**src/rtl/mant_mul_iter.sv**
```systemverilog
// Iterative shift-and-add mantissa multiplier: one CLA add of the multiplicand into
// the accumulator's upper half per multiplier bit, full product over valid/ready.

module CLA_adder_top #(
    parameter int WIDTH = 24,
    parameter int FANIN = 4
) (
    input  logic [WIDTH-1:0] a,
    input  logic [WIDTH-1:0] b,
    input  logic             c_in,
    output logic [WIDTH-1:0] sum,
    output logic             c_out
);
    localparam int NG = (WIDTH + FANIN - 1) / FANIN;

    logic [WIDTH-1:0] g;
    logic [WIDTH-1:0] p;
    logic [WIDTH:0]   c;

    assign g = a & b;
    assign p = a ^ b;

    // Every carry inside a group is a flat function of the group carry-in and the
    // group's generate/propagate terms; groups chain on their last carry.
    always_comb begin
        logic gen;
        logic prop;
        logic cg;
        c    = '0;
        c[0] = c_in;
        for (int grp = 0; grp < NG; grp++) begin
            cg = c[grp*FANIN];
            for (int k = 0; k < FANIN; k++) begin
                if (grp*FANIN + k < WIDTH) begin
                    gen  = 1'b0;
                    prop = 1'b1;
                    for (int j = k; j >= 0; j--) begin
                        gen  = gen | (prop & g[grp*FANIN + j]);
                        prop = prop & p[grp*FANIN + j];
                    end
                    c[grp*FANIN + k + 1] = gen | (prop & cg);
                end
            end
        end
    end

    assign sum   = p ^ c[WIDTH-1:0];
    assign c_out = c[WIDTH];
endmodule

module mant_mul_iter #(
    parameter int WIDTH = 24,
    parameter int FANIN = 4
) (
    input  logic               i_clk,
    input  logic               i_rst_n,
    input  logic               i_valid,
    output logic               o_ready,
    input  logic [WIDTH-1:0]   i_a,
    input  logic [WIDTH-1:0]   i_b,
    output logic               o_valid,
    input  logic               i_ready,
    output logic [2*WIDTH-1:0] o_product,
    output logic               o_busy
);
    localparam int CNT_W = $clog2(WIDTH) + 1;

    typedef enum logic [1:0] {
        IDLE = 2'd0,
        RUN  = 2'd1,
        DONE = 2'd2
    } state_t;

    state_t             state;
    state_t             state_nxt;
    logic [WIDTH-1:0]   acc_hi;
    logic [WIDTH-1:0]   acc_lo;
    logic [WIDTH-1:0]   mcand;
    logic [CNT_W-1:0]   count;
    logic [2*WIDTH-1:0] product_q;

    logic               accept;
    logic               zero_op;
    logic               last_step;
    logic [WIDTH-1:0]   addend;
    logic [WIDTH-1:0]   cla_sum;
    logic               cla_cout;
    logic [2*WIDTH-1:0] acc_shifted;

    assign accept    = i_valid && (state == IDLE);
    assign zero_op   = (i_a == '0) || (i_b == '0);
    assign last_step = (state == RUN) && (count == CNT_W'(WIDTH - 1));
    assign addend    = acc_lo[0] ? mcand : '0;

    CLA_adder_top #(
        .WIDTH (WIDTH),
        .FANIN (FANIN)
    ) u_cla (
        .a     (acc_hi),
        .b     (addend),
        .c_in  (1'b0),
        .sum   (cla_sum),
        .c_out (cla_cout)
    );

    // acc_hi + mcand never exceeds 2^(WIDTH+1)-2, so carry-out plus sum is exact
    // and the right shift keeps the carry as the new MSB.
    assign acc_shifted = {cla_cout, cla_sum, acc_lo[WIDTH-1:1]};

    always_ff @(posedge i_clk or negedge i_rst_n) begin
        if (!i_rst_n) begin
            state <= IDLE;
        end else begin
            state <= state_nxt;
        end
    end

    always_comb begin
        state_nxt = state;
        o_ready   = 1'b0;
        o_valid   = 1'b0;
        o_busy    = 1'b0;
        case (state)
            IDLE: begin
                o_ready = 1'b1;
                if (accept) begin
                    state_nxt = zero_op ? DONE : RUN;
                end
            end
            RUN: begin
                o_busy = 1'b1;
                if (last_step) begin
                    state_nxt = DONE;
                end
            end
            DONE: begin
                o_valid = 1'b1;
                if (i_ready) begin
                    state_nxt = IDLE;
                end
            end
            default: state_nxt = IDLE;
        endcase
    end

    always_ff @(posedge i_clk or negedge i_rst_n) begin
        if (!i_rst_n) begin
            acc_hi    <= '0;
            acc_lo    <= '0;
            mcand     <= '0;
            count     <= '0;
            product_q <= '0;
        end else if (accept) begin
            if (zero_op) begin
                product_q <= '0;
            end else begin
                mcand  <= i_a;
                acc_hi <= '0;
                acc_lo <= i_b;
                count  <= '0;
            end
        end else if (state == RUN) begin
            acc_hi <= acc_shifted[2*WIDTH-1:WIDTH];
            acc_lo <= acc_shifted[WIDTH-1:0];
            if (last_step) begin
                product_q <= acc_shifted;
            end else begin
                count <= count + 1'b1;
            end
        end
    end

    assign o_product = product_q;
endmodule

```
**config.mk**
```make
export PLATFORM = sky130hd
export DESIGN_NAME = mant_mul_iter
export DESIGN_NICKNAME = d
export VERILOG_FILES = /design/src/rtl/mant_mul_iter.sv
export SDC_FILE = /design/constraint.sdc
export NUM_CORES = 1
export LEC_CHECK = 0
export ABC_AREA = 0
export CORE_ASPECT_RATIO = 0.9
export CORE_MARGIN = 3
export CORE_UTILIZATION = 54
export CTS_CLUSTER_DIAMETER = 60
export DETAILED_ROUTE_END_ITERATION = 12
export GPL_ROUTABILITY_DRIVEN = 0
export PLACE_DENSITY = 0.8
export REMOVE_ABC_BUFFERS = 1
export SYNTH_ARGS = -nofsm -noshare
export SYNTH_HDL_FRONTEND = slang
export SYNTH_HIERARCHICAL = 1
export SYNTH_SLANG_ARGS = --single-unit
```
**constraint.sdc**
```tcl
create_clock -name i_clk -period 4 [get_ports i_clk]
set_input_delay 0.6 -clock i_clk [delete_from_list [all_inputs] [get_ports i_clk]]
set_output_delay 0.6 -clock i_clk [all_outputs]
set_load 0.03 [all_outputs]
```
==> results of run 1 <==
final cells by class:
class                      instances  share of cell area (%)
clock buffer                      22                   5.792
timing repair buffer             116                   13.72
clock inverter                    10                   1.635
inverter                           8                  0.3668
multi-input combinational        415                   36.97
sequential                       128                   39.13
tap                              156                   2.384
layout by cell type, fill, tap and decap left out, drive strengths merged, types with 2 or more instances in the layout:
cell type / instances
clkdlybuf4s50: 101
ha: 25
buf: 15
nand4: 3
xor2: 9
xnor2: 10
a21oi: 16
a31oi: 5
nand4b: 2
clkbuf: 22
conb: 2
bufinv: 3
mux2: 24
and3: 2
a221o: 2
a22o: 24
nor2b: 3
and2: 28
nand3: 32
nand2: 66
a32o: 24
mux2i: 24
nor2: 11
a31o: 2
o21ai: 53
clkinvlp: 2
fa: 6
nor4: 12
dfrtp: 128
inv: 7
clkinv: 6
a2111oi: 2
a21o: 11
or3: 3
synth_stat cells (6+ instances only):
cell and instances:
dfrtp_1 128, a32o_1 24, ha_1 25, fa_1 6, a21oi_1 15, xnor2_1 10, nor4_1 12, nand3_1 32
buf_2 8, nor2_1 11, mux2_2 24, xor2_1 9, a22o_1 24, nand2_1 66, o21ai_0 52, mux2i_1 24
and2_1 27, a21o_1 11, inv_1 7, clkbuf_1 19
worst min path at each step:
stage          startpoint             to  slack [ns]  cells after the start
2_1_floorplan     i_rst_n      acc_hi[0]        0.30                      0
6_report          i_rst_n  o_product[28]        0.32                      1
3_3_place_gp     count[5]       count[5]        0.47                      1
3_5_place_dp     count[5]       count[5]        0.48                      1
5_1_grt           i_rst_n  o_product[28]        0.37                      1
4_1_cts           i_rst_n  o_product[28]        0.37                      1
power breakdown:
part	switching [mW]	leakage [nW]	total, mW	internal (mW)
Clock	0.563	0.296	1.59	1.03
Sequential	0.437	1.60	2.36	1.93
Combinational	1.91	1.72	3.45	1.54
Total	2.91	3.62	7.40	4.49
flip-flops by register name, summed over array words and instances, names as in the netlist:
name	flops
state	2
count	6
acc_lo	24
acc_hi	24
mcand	24
o_product	48
worst reg2reg max path, cell delays in order (launching register included):
cell and delay (ns):
dfrtp_1 0.50, and2_1 0.20, ha_1 0.34, a21o_1 0.23, a221o_1 0.37, a21o_1 0.19
nor4b_1 0.31, buf_4 0.19, and2b_1 0.19, fa_1 0.37, xor2_1 0.19, a32o_1 0.23
layer usage:
metal | GRT usage, % | up-vias | wire [um]
met1 | 34.63 | 2541 | 7151
li1 | - | 2345 | -
met5 | 0 | - | 0
met4 | 7.686 | 0 | 231
met3 | 6.687 | 28 | 1034
met2 | 41.29 | 207 | 7761
logic make-up (layout without fill, tap and decap cells):
| family | Yosys count | count (layout) | synth area share (%) |
|---|---|---|---|
| buffers and inverters | 42 | 156 | 3.046 |
| other | 1 | 2 | 0.05851 |
| adder cells (fa/ha/maj) | 31 | 31 | 6.755 |
| AO/OA/AOI/OAI | 147 | 147 | 16.56 |
| multiplexers | 48 | 48 | 7.966 |
| XOR/XNOR | 19 | 19 | 2.597 |
| AND/OR/NAND/NOR | 168 | 168 | 13.04 |
| flip-flops | 128 | 128 | 49.98 |
==> impl_results.md, run 1 <==
* Aggregate global-route resource usage at around a quarter
* Fin. Hold Viols at 0
* RR Endpoint: o_product[44]
* RSZ-0062 raised after global routing: false
* DRC at 0
* Maximum VDD drop at 0.5691 mV
* F_max at approximately 300 MHz
* Vias per std cell at 5.989
* Worst Hold Slack at ~0.32 ns
* Pwr Density at 904.3 nW/um^2
* Worst Reg-to-Reg Cells at 11
* Status: complete, no violations
* P_leak at 3.615 nW
* Fin. max-slew vios at 0
* Cell Area, Placed at 7579 um^2
* Final Power at around 7.4 mW
* Slowest-stage cell, CP: dfrtp_1
* Critical Path Source Type: flip-flop
* Main flop type after synthesis: dfrtp_1
* Drt wl/cell at 18.92 um
* Share of post-route cells with drive strength above 1 at a little under an eighth
* CTS Sinks at 128
* Vias in the first global route at 5,207
* Crit-path max FO at 13
* CTS Hold Bufs at 0
* Yosys warning total at 6
* Cells after DPL at 823
* Core area at 11,530 um^2
* GRT overflow at 0
* Crit path from: acc_lo[0]
* Largest cells by area after synthesis: dfrtp_1 50%, ha_1 4.9%, mux2_2 4.2%
* H-Tree Depth at 4
* Worst Path Required at approximately 4.3 ns
* Worst Skew at slightly below 0.008 ns
* WS Path Type: reg2reg
* Largest net degree at the start of global routing at 73
* Post-synth EDFFs at 0
* FF-to-FF Start: acc_lo[0]
* DRT Pass-1 Iters at 6
* Worst path depth at 11
* CTS root buffer: clkbuf_16
* Layout area overhead at 27.74%
* First-pass GRT wire length at between 20 and 30 mm
* Die ar. at 13,210 um^2
* Inserted Diodes at 0
* Port Buf Inserts at just over 100
* Setup ws final at between 0.5 and 0.6 ns
* Core Rows at 37
* Via count at 5,121
* Worst Path Arrival at ~3.7 ns
* Setup bufs post-CTS at 0
* CTS tree: done
* Critical Path Most Common Cell: a21o_1
* Cells after synthesis at 584
* Class of the most critical hold timing path: in2async
* Num CTS Buffers at 17
* Number of max-cap violations at 0
* Cell Area, Synth at 6409 um^2
* WP buf/inv at 1
* Storage element area at ~3200 um^2
* Synth cell types at 55
* Ys async rst share at 100.0%
* Die Span Y at 109.4 um
* Synth Area per Inst at between 10 and 15 um^2
* Cell family with most CP delay: compound AO/OA/AOI/OAI gates
* Tcrit/Tclk final at 85.55%
* CP cell instances: and2_1 > ha_1 > a21o_1 > a221o_1 > a21o_1 > nor4b_1 > buf_4 > and2b_1 > fa_1 > xor2_1 > a32o_1
* Final ANT Viol Nets at 0
* Post-route insts no fill at 855
* Setup Viol. Count Final at 0
* Final design utilization at 71.02%
* Yosys top cell by area: dfrtp_1
* Starting Density at 55.60%
* Clk slew on worst S/H paths at 0.05 ns
* Worst R2R Setup Slack at between 0.5 and 0.6 ns
* Initial antenna violation count at 0
* Die width at 120.8 um
* Post-DP HPWL at around 11 mm
* Worst Tran Pin Value at 0.9496 ns
* Layout Nets at approximately 770
* Fillers at just over 800
* Max-slew headroom at 36.69%
* Worst-case clock buffer depth at 2
* Area of the multi-input gates at 3027 um^2
* Crit path to: o_product[44]
* Seq cells post-synth at 128
* CP max stage delay at roughly 0.50 ns
* Design Area, Final at 8187 um^2
* Worst skew pair latency at 0.42 ns
* Num ports at 103
* Seq/Total Area, Yosys at 49.98%
* Worst setup EP type: flip-flop
* CTS resizes at 0
* Post-Place Setup Slack at 0.6221 ns
* WL final at roughly 16 mm
* Setup TNS at 0 ns
* Fin crit period at 3.422 ns
* Synth top area share at 49.98%
* First DRT Iteration DRCs at 447
Power figures use the tool's default switching activity.
==> inputs of run 2 (changes only) <==
--- a/config.mk
+++ b/config.mk
@@ -10,6 +10,7 @@
 export CORE_MARGIN = 3
 export CORE_UTILIZATION = 54
 export CTS_CLUSTER_DIAMETER = 60
+export CTS_CLUSTER_SIZE = 40
 export DETAILED_ROUTE_END_ITERATION = 12
 export GPL_ROUTABILITY_DRIVEN = 0
 export PLACE_DENSITY = 0.8
==> results of run 2 <==
Final layout, timing and power as in run 1 (identical DEF).
